<file path="src/rtl/square_fixed.sv">
// Iterative unsigned fixed-point squarer, Y = X*X, one shift-add step per clock.
// Define SQUARE_FIXED_ROUND_EN for round-half-up on dropped bits; otherwise the result truncates.
module square_fixed #(
   parameter int X_INT_B = 8,
   parameter int X_FP_B  = 3,
   parameter int Y_FP_B  = 3
) (
   input  logic                           clk,
   input  logic                           rst_,
   input  logic [X_INT_B+X_FP_B-1:0]      X,
   input  logic                           start,
   output logic                           busy,
   output logic                           done,
   output logic [2*X_INT_B+Y_FP_B-1:0]    Y
);

   localparam int XW = X_INT_B + X_FP_B;
   localparam int YW = 2*X_INT_B + Y_FP_B;
   localparam int D  = 2*X_FP_B - Y_FP_B;
   localparam int AW = 2*XW;
   localparam int CW = (XW > 1) ? $clog2(XW) : 1;

   // The shift amount is clamped so the unused branch stays legal when D is 0.
`ifdef SQUARE_FIXED_ROUND_EN
   localparam logic [AW-1:0] RND = (D > 0) ? (AW'(1) << ((D > 0) ? D-1 : 0)) : '0;
`else
   localparam logic [AW-1:0] RND = '0;
`endif

   typedef enum logic [1:0] {IDLE, LOAD, MUL, NORM} state_t;

   state_t         state;
   logic [XW-1:0]  x_q;
   logic [XW-1:0]  mplier;
   logic [AW-1:0]  mcand;
   logic [AW-1:0]  acc;
   logic [CW-1:0]  cnt;
   logic [AW-1:0]  partial;
   logic [AW-1:0]  acc_rnd;

   assign partial = mplier[0] ? (mcand << cnt) : '0;
   assign acc_rnd = acc + RND;

   // Control and datapath share one register block; outputs are all registered.
   always_ff @(posedge clk or posedge rst_) begin
      if (rst_) begin
         state  <= IDLE;
         x_q    <= '0;
         mplier <= '0;
         mcand  <= '0;
         acc    <= '0;
         cnt    <= '0;
         busy   <= 1'b0;
         done   <= 1'b0;
         Y      <= '0;
      end else begin
         done <= 1'b0;
         case (state)
            IDLE: begin
               if (start) begin
                  x_q   <= X;
                  state <= LOAD;
               end
            end
            LOAD: begin
               mcand  <= AW'(x_q);
               mplier <= x_q;
               acc    <= '0;
               cnt    <= '0;
               busy   <= 1'b1;
               state  <= MUL;
            end
            MUL: begin
               acc    <= acc + partial;
               mplier <= mplier >> 1;
               cnt    <= cnt + 1'b1;
               if (cnt == CW'(XW-1)) begin
                  state <= NORM;
               end
            end
            NORM: begin
               Y     <= YW'(acc_rnd >> D);
               done  <= 1'b1;
               busy  <= 1'b0;
               state <= IDLE;
            end
            default: state <= IDLE;
         endcase
      end
   end

endmodule

</file>
<file path="config.mk">
export PLATFORM = sky130hd
export DESIGN_NAME = square_fixed
export DESIGN_NICKNAME = d
export VERILOG_FILES = /design/src/rtl/square_fixed.sv
export SDC_FILE = /design/constraint.sdc
export NUM_CORES = 1
export LEC_CHECK = 0
export BUFFER_PORTS_ARGS = -buffer_cell sky130_fd_sc_hd__buf_2
export CAP_MARGIN = 30
export CORE_UTILIZATION = 45
export CTS_CLUSTER_SIZE = 16
export DETAILED_ROUTE_END_ITERATION = 6
export GPL_TIMING_DRIVEN = 0
export PLACE_DENSITY = 0.72
export RECOVER_POWER = 25
export SLEW_MARGIN = 30
export SYNTH_ARGS = -nofsm -noshare
export SYNTH_HDL_FRONTEND = slang
export SYNTH_SLANG_ARGS = --single-unit
</file>
<file path="constraint.sdc">
create_clock -name clk -period 4.8 [get_ports clk]
set_input_delay 0.96 -clock clk [delete_from_list [all_inputs] [get_ports clk]]
set_output_delay 0.96 -clock clk [all_outputs]
set_load 0.05 [all_outputs]
</file>
Word-level counts from Yosys, hierarchy flattened
Cells that the tools add are included.
{ "word_totals": {"output_inout_bits": 21, "register_bits": 82} }
{ "op_classes": {"reduce_logical": 5, "mux": 9, "shifts": 1, "eq_ne": 6, "n_addsub": 2} }
{ "op_table": {"columns": ["cell", "n"], "rows": [
  ["$pmux 22 s2", 1],
  ["$add 22x22->22", 1],
  ["$mux 22", 1],
  ["$pmux 11 s2", 1],
  ["$shl 11x4->22", 1],
  ["$pmux 2 s4", 1],
  ["$pmux 4 s2", 1],
  ["$add 4x1->4 const B", 1],
  ["$eq 2x2->1 const B", 2],
  ["$eq 4x4->1 const B", 1],
  ["$mux 2", 2],
  ["$ne 2x2->1 const B", 2],
  ["$reduce_and 2->1", 2],
  ["$reduce_bool 2->1", 2],
  ["$eq 2x1->1 const B", 1],
  ["$logic_not 2->1", 1],
  ["$pmux 1 s2", 1],
  ["$mux 1", 1]
]} }

Depth between registers and ports, before layout
{ "depth": {"word_depth": 4, "ltp_mapped": 17, "ltp_nobuf": 15} }

Least setup slack after synthesis
Ideal clock, no wire load.
{ "synth_timing": {"path_kind": "register to register", "startpoint": "register cnt[1]", "endpoint": "register acc[21]", "n_path_buf": 3, "stages_incl_launch_ff": 16, "t_arrival_ns": 3.407, "slack_ns": 1.264, "period_less_slack_ns": 3.536, "path_cell_list": "dfrtp_1 buf_2 clkbuf_1 mux4_2 mux2i_1 o22ai_1 and2_1 ha_1 buf_6 nand2_1 o21ai_0 a2111o_1 a21oi_2 o31ai_2 and3_1 a2111o_1"} }
{ "synth_via": {"elab_chain_len": 4} }
{ "synth_rtl": {"columns": ["item", "line_no", "source"], "rows": [
  ["from (decl)", "37", "logic [CW-1:0] cnt;"],
  ["from (signal assigned)", "76", "cnt <= cnt + 1'b1;"],
  ["$shl 11x4->22", "41", "assign partial = mplier[0] ? (mcand << cnt) : '0;"],
  ["$mux 22", "41", null],
  ["$add 22x22->22", "74", "acc <= acc + partial;"],
  ["$pmux 22 s2", "58", "case (state)"],
  ["to (signal assigned)", "74", null],
  ["to (decl)", "36", "logic [AW-1:0] acc;"]
]} }
Every way passes these cells.
A chain may end at the register's enable or synchronous reset.

Final worst setup path
Ends and elaborated chain as after synthesis.

==> results.cfg <==
[critical_path]
cp_max_fo = 10
worstPathArrival_ns = 4.37
crit_path_start_kind = register
reg2reg_to = acc[21]
reg2reg_depth = 15
worstSetupEndpointType = register
crit_type = reg2reg
r2r_slack_ns = 0.69
required_ns = 5.06
r2r-start = cnt[1]

[sta]
finalSetupTns_ns = 0
post-route-min-period_ns = 4.11
slew_headroom_pct = -20.7
hold_viol_final = 0
setup_viol = 0
rsz0062_at_grt = false
max_freq_mhz = 243
finClkSkew_ns = 0.00740
finalMaxSlewViolations = 41
fin_hold_ws_ns = 0.506
tightest_slew_ns = 1.80
finalCritPeriodShare_pct = 85.7

[grt]
grt_use_total_pct = 23.2
grt-ovfl-total = 0
grt_pass1_vias = 3919
grt_first_pass_wirelength_um = 20300
grt_max_degree = 43
antenna_found_initial = 0

[logic_synthesis]
synth_area_leaders = dfrtp_1, mux2_2, ha_1
synthesis.nets = 540
synth_cell_types = 61
synthFlopType = dfrtp_1
synth_top_area_share_pct = 40.8
syn-cell-area_um2 = 5030
synth_top_area_cell = dfrtp_1
synth_edf_count = 0
yosys_warnings = 0
async_flop_share_pct = 100
ys_ff_latch = 82
synth_cells = 497
yosys-top-cells-count = dfrtp_1, mux2_2, a21oi_1, nor2_1, nand2_1
yosysMostFrequentCell = dfrtp_1
synth_seq_area_share_pct = 40.8
postSynthAreaPerCell_um2 = 10.1

[cells_and_area]
fin_nets = 586
area_growth_pct = 11.7
drive_above_1_share_pct = 20.8
diodes = 0

[clock_network]
cts-hold-fix-buffers = 0
cts_tree = done
insertion_delay_ns = 0.38
cts_made_buffers = 9
clkSinkCount = 82
cts_setup_buffers = 0
ctsResizeCount = 0
clk_pin_slew_ns = 0.08
cts_buffer_depth = 2
cts.htree.levels = 3
cts_root_buffer = clkbuf_8

[detailed_routing]
wl_met1_um = 5500
route.met2.wl_um = 5880
wire_per_inst_um = 17.5
postRouteAntennaNets = 0
first_pass_iters = 6
drtIter0Drc = 185
wl_met3_um = 439
num_vias = 3964
drc_errors = 0
highest_layer = met4
vias_per_cell = 5.76
wl_um = 12000

[min_path]
min_path_type = reg2reg
holdPathEnd = Y[16]
hold_path_startpoint = Y[16]
hold_depth = 1

[placed_design]
hpwl_um = 8980
port_buffers = 34
gp_congestion = 0.896

[power_and_ir_drop]
p_leak_nw = 2.65
p_switching_mw = 1.68
seqPwrFrac_pct = 30.6
power.share.clock_pct = 15.3
p_sw_share_pct = 45.4
p_int_mw = 2.02
power_density_nw_per_um2 = 658
ir_drop_v = 0.000345
p_comb_share_pct = 54.1

[status]
status = finished, violations left
failed_checks = capacitance limit, slew limit

[die]
fp-row-count = 38
core_area_um2 = 10900
die_height_um = 108
ios = 35
start_util_pct = 46.2
dieArea_um2 = 11600
fp.dieW_um = 108

[job]
drv_cap = 1
[placed cells by master, fill, tap and decap left out, types with 5 or more instances in the layout]
cell type   n
xnor2_1     8
dfrtp_1    82
inv_1      13
and2_1      7
o21a_1      6
a22o_1     13
mux2i_1    25
nand4_1     5
nor2b_1    13
clkbuf_1   18
buf_2      36
a21o_1      6
nand2_1    32
nor3_1     11
nor2_1     38
xor2_1      6
a21oi_1    39
nand3_1    13
mux2_2     45
o21ai_0    16
clkbuf_8   10
ha_1       28
[stage by stage]
step                power (mW)  instance area (µm²)  worst slack, ns  util [%]  cells
floorplan                 2.61                 5030             1.26         -    497
global placement          3.08                 5380            0.791      49.4    671
detailed placement        3.15                 5410            0.773      49.6    672
CTS                       3.73                 5620            0.760      51.7    688
global route              3.97                 5620            0.501      51.6    688
finish                    3.70                 5620            0.689      51.6    688
[layout make-up]
class	count	area, µm²
multi-input combinational	372	2790
clock buffer	11	141
sequential	82	2050
buffer	28	138
clock inverter	5	77.6
inverter	15	57.6
tap	140	175
fill	1027	5270
timing repair buffer	35	190
[worst max path at each step]
| stage | startpoint | end | slack [ns] |
|---|---|---|---|
| after floorplan | cnt[1] | acc[21] | 1.26 |
| after global placement | rst_ | Y[13] | 0.79 |
| after detailed placement | cnt[1] | acc[21] | 0.77 |
| after CTS | cnt[1] | acc[21] | 0.76 |
| after global routing | cnt[1] | acc[21] | 0.50 |
| final | cnt[1] | acc[21] | 0.69 |
[critical path: stages (launching register included)]
cell and delay [ns]:
dfrtp_1 0.48, buf_2 0.28, clkbuf_1 0.40, mux4_2 0.41
mux2i_1 0.25, o22ai_1 0.12, and2_1 0.18, ha_1 0.28
buf_6 0.14, nand2_1 0.14, o21ai_0 0.12, a2111o_1 0.40
a21oi_2 0.15, o31ai_2 0.10, and3_1 0.16, a2111o_1 0.37
[registers in the layout, indices dropped and copies added, names as in the netlist]
signal / flops
mcand: 11
busy: 1
cnt: 4
mplier: 11
x_q: 11
acc: 22
done: 1
Y: 19
state: 2
[power by group through the flow]
stage	Combinational (mW)	Sequential, mW	Clock [mW]
floorplan	1.37	1.24	0
global placement	1.95	1.13	0
detailed placement	2.00	1.15	0
CTS	2.02	1.13	0.582
global route	2.19	1.17	0.611
finish	2.00	1.13	0.565
[layer usage]
metal	up-vias	GRT usage, %
met2	101	39.1
met3	17	3.75
met1	1939	29.7
met4	0	8.71
li1	1907	-
met5	-	0
[cell families after synthesis]
family / share of synthesized area (%)
DFF: 40.8
AOI/OAI and AO/OA: 16.7
buffers and inverters: 3.85
xor gates and xnor gates: 2.44
and+or+nand+nor: 12.9
muxes: 15.9
adders and majority gates: 7.36
Note: power is estimated with default switching activity, not from simulation.
